File: src/rtl/hp_cvtsw.sv
// Signed integer to float converter: two-stage pipeline (magnitude/leading-one, then normalize/round/pack).
// Define HP_CVTSW_RNE_EN for round-to-nearest-even; otherwise results truncate toward zero.
module hp_cvtsw #(
  parameter int INTn = 32,
  parameter int NEXP = 8,
  parameter int NSIG = 7
) (
  input  logic                 clk,
  input  logic                 rst,
  input  logic                 in_valid,
  input  logic [INTn-1:0]      in,
  output logic                 out_valid,
  output logic [NEXP+NSIG:0]   out,
  output logic                 inexact,
  output logic                 overflow
);

  localparam int PW   = $clog2(INTn);
  localparam int NW   = INTn + NSIG + 1;
  localparam int BIAS = (1 << (NEXP - 1)) - 1;
  localparam int EMAX = (1 << NEXP) - 1;

`ifdef HP_CVTSW_RNE_EN
  localparam bit RNE = 1'b1;
`else
  localparam bit RNE = 1'b0;
`endif

  function automatic logic [PW-1:0] lead_one(input logic [INTn-1:0] m);
    lead_one = '0;
    for (int i = 0; i < INTn; i++)
      if (m[i]) lead_one = PW'(i);
  endfunction

  // Returns {carry, fraction}; a carry means the fraction wrapped to zero.
  function automatic logic [NSIG:0] round_frac(input logic [NSIG-1:0] frac,
                                               input logic guard, input logic sticky);
    round_frac = {1'b0, frac} + {{NSIG{1'b0}}, RNE & guard & (sticky | frac[0])};
  endfunction

  // Returns {overflow, packed word}; exponents at or above all-ones saturate to infinity.
  function automatic logic [NEXP+NSIG+1:0] pack(input logic sign, input logic zero,
                                                input int e, input logic [NSIG-1:0] frac);
    if (zero)
      pack = '0;
    else if (e >= EMAX)
      pack = {1'b1, sign, {NEXP{1'b1}}, {NSIG{1'b0}}};
    else
      pack = {1'b0, sign, NEXP'(e), frac};
  endfunction

  // ---- stage 0 -> 1: sign, magnitude, leading-one position
  logic signed [INTn-1:0] in_s;
  logic                   sign_p0;
  logic [INTn-1:0]        mag_p0;

  assign in_s    = in;
  assign sign_p0 = in_s[INTn-1];
  assign mag_p0  = sign_p0 ? $unsigned(-in_s) : in;

  logic            vld_p1;
  logic            sign_p1;
  logic [INTn-1:0] mag_p1;
  logic [PW-1:0]   pos_p1;

  always_ff @(posedge clk or posedge rst) begin
    if (rst) vld_p1 <= 1'b0;
    else     vld_p1 <= in_valid;
  end

  always_ff @(posedge clk) begin
    if (in_valid) begin
      sign_p1 <= sign_p0;
      mag_p1  <= mag_p0;
      pos_p1  <= lead_one(mag_p0);
    end
  end

  // ---- stage 1 -> 2: normalize, round, pack
  logic [INTn-1:0]        shl_p1;
  logic [NW-1:0]          norm_p1;
  logic [NSIG-1:0]        frac_p1;
  logic                   guard_p1;
  logic                   sticky_p1;
  logic                   zero_p1;
  logic [NSIG:0]          rnd_p1;
  int                     exp_p1;
  logic [NEXP+NSIG+1:0]   pk_p1;

  assign shl_p1    = mag_p1 << (INTn - 1 - int'(pos_p1));
  assign norm_p1   = {shl_p1, {(NSIG + 1){1'b0}}};
  assign zero_p1   = ~norm_p1[NW-1];
  assign frac_p1   = norm_p1[NW-2 -: NSIG];
  assign guard_p1  = norm_p1[INTn-1];
  assign sticky_p1 = |norm_p1[INTn-2:0];
  assign rnd_p1    = round_frac(frac_p1, guard_p1, sticky_p1);
  assign exp_p1    = BIAS + int'(pos_p1) + int'(rnd_p1[NSIG]);
  assign pk_p1     = pack(sign_p1, zero_p1, exp_p1, rnd_p1[NSIG-1:0]);

  always_ff @(posedge clk or posedge rst) begin
    if (rst) begin
      out_valid <= 1'b0;
      out       <= '0;
      inexact   <= 1'b0;
      overflow  <= 1'b0;
    end else begin
      out_valid <= vld_p1;
      if (vld_p1) begin
        out      <= pk_p1[NEXP+NSIG:0];
        overflow <= pk_p1[NEXP+NSIG+1];
        inexact  <= guard_p1 | sticky_p1 | pk_p1[NEXP+NSIG+1];
      end
    end
  end

endmodule

File: config.mk
export PLATFORM = sky130hd
export DESIGN_NAME = hp_cvtsw
export DESIGN_NICKNAME = d
export VERILOG_FILES = /design/src/rtl/hp_cvtsw.sv
export SDC_FILE = /design/constraint.sdc
export NUM_CORES = 1
export LEC_CHECK = 0
export ABC_AREA = 0
export BUFFER_PORTS_ARGS = -buffer_cell sky130_fd_sc_hd__buf_2
export CORE_ASPECT_RATIO = 1.2
export CORE_MARGIN = 3
export CORE_UTILIZATION = 55
export CTS_BUF_LIST = sky130_fd_sc_hd__clkbuf_4 sky130_fd_sc_hd__clkbuf_8
export DETAILED_ROUTE_END_ITERATION = 12
export PLACE_DENSITY_LB_ADDON = 0.3
export SLEW_MARGIN = 25
export SYNTH_ARGS = -nofsm -noshare
export SYNTH_HDL_FRONTEND = slang
export SYNTH_SLANG_ARGS = --single-unit
export TNS_END_PERCENT = 5
File: constraint.sdc
create_clock -name clk -period 3.7 [get_ports clk]
set_input_delay 0.37 -clock clk [delete_from_list [all_inputs] [get_ports clk]]
set_output_delay 0.37 -clock clk [all_outputs]
set_load 0.01 [all_outputs]
# --- Yosys cells after proc, flatten, opt, wreduce, memory -nomap -nowiden ---
# Index checks and enable logic that the tools add are counted.
# Widths: inputs -> output; s select.
totals:
  register_bits: 58
  in_bits: 35
  out_inout_bits: 19
  elab_cells: 57
op_classes:
  n_addsub: 3
  order_cmp: 1
  shift: 1
  n_mux: 33
  bitwise_logic: 2
  n_reduce_logical: 5
ops:
  columns: ["op", "n"]
  rows:
  - ["$mux 5", 14]
  - ["$mux 17", 2]
  - ["$mux 32", 1]
  - ["$mux 4", 8]
  - ["$neg 32->32", 1]
  - ["$shl 32x32->32", 1]
  - ["$reduce_or 23->1", 1]
  - ["$reduce_or 16->1", 1]
  - ["$mux 3", 4]
  - ["$add 7x5->8 const A", 1]
  - ["$ge 8x8->1 const B", 1]
  - ["$reduce_or 8->1", 1]
  - ["$sub 5x5->6 const A", 1]
  - ["$mux 2", 2]
  - ["$reduce_or 4->1", 1]
  - ["$mux 1", 2]
  - ["$or 1x1->1", 2]
  - ["$reduce_or 2->1", 1]

# --- Depth between registers and ports, before layout ---
depth:
  word_depth: 32
  depth_mapped: 10
  ltp_nobuf: 10

# --- Worst setup path after synthesis ---
# Ideal clock, no wire load.
synth_path:
  path_kind: "in2reg"
  startpoint: "input in[0]"
  endpoint: "register pos_p1[0], data pin"
  setup_time_ns: 0.264
  t_arrival_ns: 2.474
  required_ns: 3.436
  slack_ns: 0.963
  stages: 9
  n_path_buf: 0
  cell_sequence: "inv_1 > ha_1 > or3b_2 > nor4_1 > a221o_2 > a311o_1 > a32oi_1 > a211oi_1 > o31ai_2"
synth_between:
  elab_chain_cells: 32
synth_rtl:
  columns: ["element", "line", "rtl"]
  rows:
  - ["from (decl)", "11", "input logic [INTn-1:0] in,"]
  - ["$neg 32->32 *", "59", "assign mag_p0 = sign_p0 ? $unsigned(-in_s) : in;"]
  - ["$mux 32 *", "59", null]
  - ["$mux 1", "32", "if (m[i]) lead_one = PW'(i);"]
  - ["$mux 5 (14 in a row)", "32", null]
  - ["$mux 4 (8 in a row)", "32", null]
  - ["$mux 3 (4 in a row)", "32", null]
  - ["$mux 2 (2 in a row)", "32", null]
  - ["$mux 1", "32", null]
  - ["to (signal assigned)", "75", "pos_p1 <= lead_one(mag_p0);"]
  - ["to (decl)", "64", "logic [PW-1:0] pos_p1;"]
# Every way passes the cells marked *; elsewhere a longest branch is shown, timed or not.
# A chain may end at the register's enable or synchronous reset.

# --- Worst setup path in the final report ---
layout_path:
  startpoint: "register pos_p1[1]"
  endpoint: "register inexact"
layout_between:
  elab_chain_cells: 5
  elab_cells_between_ends: 9
  cone_classes: "2 x add/sub; 1 x order compare; 1 x shift; 2 x mux; 2 x bitwise; 1 x reduce/logical"
layout_rtl:
  columns: ["element", "line", "rtl"]
  rows:
  - ["$sub 5x5->6 or $add 7x5->8 (tied branches)", "90, 97", null]
  - ["$shl 32x32->32 or $ge 8x8->1 (tied branches)", "90, 46", null]
  - ["$reduce_or 23->1 or $mux 17 (tied branches)", "95, 46", null]
  - ["$or 1x1->1 or $mux 17 (tied branches)", "111, 44", null]
  - ["$or 1x1->1 *", "111", "inexact <= guard_p1 | sticky_p1 | pk_p1[NEXP+NSIG+1];"]
  - ["to (signal assigned)", "111", null]
  - ["to (decl)", "14", "output logic inexact,"]
# Marks and branches as above.

==> metrics.txt <==
status=finished clean; worst vdd ir=between 0.15 and 0.2 mV; Top FF cell, synth=edfxtp_1; first-pass GRT wire length=roughly 22000 um; share of cells above drive strength 1=0.264; Post-synth EDFFs=38; Most common cell on crit path=mux4_2; Tot Pwr=2.03 mW; Ys Warns=0; Antenna Cells=0; DRC viols=0; Core Region=9610 um2; final hold violation count=0; vias per cell=between 6 and 7; Sink Count=just under 60; Netlist cell types=78; DRT Wirelength=roughly 13000 um; die area=between 10000 and 15000 um2; post-synthesis average cell area=~9.5 um2; Initial Utilization=0.570; Synth Area in Adders=0.00457; Async S/R FF share, synth=0.345; input/output buffers=53; largest family of logic cells by synthesized area=compound AO/OA/AOI/OAI gates; post-synthesis mux area share=0.188; Final #Nets=approximately 640; Setup Fix Bufs, Post-CTS=0; Compound-Gate Fraction of Synth Area=0.206; CTS Buf Count=9; Fmax=between 300 and 400 MHz; post-DP HPWL=between 10000 and 15000 um; Worst Setup Start Kind=register; First-pass DRT Iterations=5; Routability Congestion=approximately 0.94; initial antenna violation count=0; final core occ=0.622; skew final=5.38 ps; via count=4917; CTS Root Cell=clkbuf_8; post_cts resized=0; Worst Setup End Kind=register; H-tree levels=3; hold slack=~130 ps; PwrDens=339 nW/um2; post-synthesis sequential area ratio=0.300; Tmin final=about 3200 ps; ratio of final minimum period to clock period=0.861; Final Setup Violations=0; fin. max-slew vios=0; Syn Nets=613; Starting DRT DRC Count=roughly 270; Worst slew margin=0.395; top-level port count=54; largest net degree at the start of global routing=56; cells along the critical path=mux4_2 -> mux4_2 -> a2111oi_0 -> nand4_1 -> o21ai_0 -> a31oi_1; Mapped Cells=approximately 580; drt wl/cell=~18 um; post-route ant nets=0; Critical Path RT=around 3900 ps; max incr delay on CP=930 ps; crit path DAT=3360 ps; Hold/Removal Path Class=primary input to asynchronous set/reset pin; design area=roughly 6000 um2; row count=39; cell at the slowest stage of the critical path=edfxtp_1; post-synthesis cell area=between 5000 and 6000 um2; Setup TNS Final=0 ps; Placed Area=5800 um2; RSZ-0062 raised after global routing=no; Max Cap Viol=0; Die Span Y=~120 um; hold buffers post-CTS=0; clk slew on worst S/H paths=~60 ps; Crit Path Max Fanout=17; Simple-Gate Fraction of Synth Area=0.202; clock latency on the worst-skew pair=roughly 340 ps; vias in the first global route=~4500; Clock Path Buffers=2; Pleak=2.20 nW; CTS tree=yes; GRT Total Usage=0.236; critical path type=register to register; remaining global-route overflow=0; Worst Tran Pin Value=roughly 910 ps; commonest non-fill, non-tap cells in the layout=buf_2 (53), o21ai_0 (38), edfxtp_1 (38), nand2_1 (36), mux4_2 (34); Die X=between 90 and 100 um; P&R area growth vs syn=9.25%; most common cell after layout, fill and taps aside=buf_2; Yosys reg bits=between 50 and 60; XOR/XNOR Fraction of Synth Area=0.0384
-- where the power goes --
part           switching [mW]  total [mW]  internal, mW
Clock                   0.224       0.482         0.258
Combinational           0.359       0.691         0.332
Sequential             0.0787       0.857         0.778
-- layout make-up --
class	instances	area, um2
Clock inverter	3	17.5
Sequential cell	58	1640
Timing Repair Buffer	71	408
Fill cell	800	3630
Multi-Input combinational cell	435	3500
Inverter	31	116
Clock buffer	12	146
Tap cell	123	154
-- synthesized netlist by cell type (4+ instances only) --
library cell	number	area, um2
mux2i_1	15	150
or2_2	7	43.8
or4_1	6	45.0
dfrtp_1	20	500
xor2_1	10	87.6
o21ai_0	38	190
a21oi_1	16	80.1
nor3b_1	4	30.0
nor2_1	31	116
mux4_2	34	766
inv_1	31	116
o2111ai_1	6	52.6
nor3_1	14	70.1
nor4_1	20	125
a32oi_1	4	35.0
a31o_2	4	35.0
a211oi_1	5	37.5
nand2b_1	9	56.3
nand2_1	36	135
a21boi_0	4	30.0
nor2b_1	10	62.6
xnor2_1	14	123
o211ai_1	11	82.6
buf_2	7	35.0
nand4_1	11	68.8
a31oi_1	7	43.8
o31ai_1	7	52.6
clkbuf_1	36	135
edfxtp_1	38	1140
nand3b_1	4	30.0
or3_1	5	31.3
buf_1	7	26.3
mux2_2	10	113
nand3_1	15	75.1
-- flip-flops by register name, indices dropped and copies added, names as in the netlist --
| register | count |
|---|---|
| pos_p1 | 5 |
| inexact | 1 |
| out_valid | 1 |
| overflow | 1 |
| vld_p1 | 1 |
| sign_p1 | 1 |
| out | 16 |
| mag_p1 | 32 |
-- worst max-delay path, delay by kind of cell, from the launching register on --
family	cells	cell delay [ps]
compound gates	3	750
simple gates	1	150
flops	1	930
mux	2	1180
-- final timing paths --
kind,start,endpoint,slack [ps],depth (start not counted)
setup / recovery,pos_p1[1],inexact,510,6
hold reg to reg,overflow,overflow,490,1
min in group clk,in[0],mag_p1[0],310,1
setup reg to reg,pos_p1[1],inexact,510,6
hold / removal,rst,out[8],130,2
max in group asynchronous,rst,inexact,3120,2
-- per-stage QoR --
stage	setup slack, ps	instances
6_report	515	733
5_1_grt	172	733
4_1_cts	489	732
3_5_place_dp	516	717
3_3_place_gp	536	717
2_1_floorplan	963	576
-- cells by family after synthesis --
| family | after synthesis |
|---|---|
| AO/OA/AOI/OAI | 156 |
| XOR/XNOR | 24 |
| adder cells (fa/ha/maj) | 2 |
| buffers and inverters | 83 |
| flip-flops | 58 |
| multiplexers | 59 |
| AND/OR/NAND/NOR | 194 |
-- per-layer routing --
layer / vias to the layer above / global-route usage / share of wire
met1: 2337 / 0.295 / 0.41
met2: 211 / 0.409 / 0.50
met3: 44 / 0.0346 / 0.057
met5: - / 0 / 0
li1: 2325 / - / -
met4: 0 / 0.105 / 0.036
Note: power is estimated with default switching activity, not from simulation.
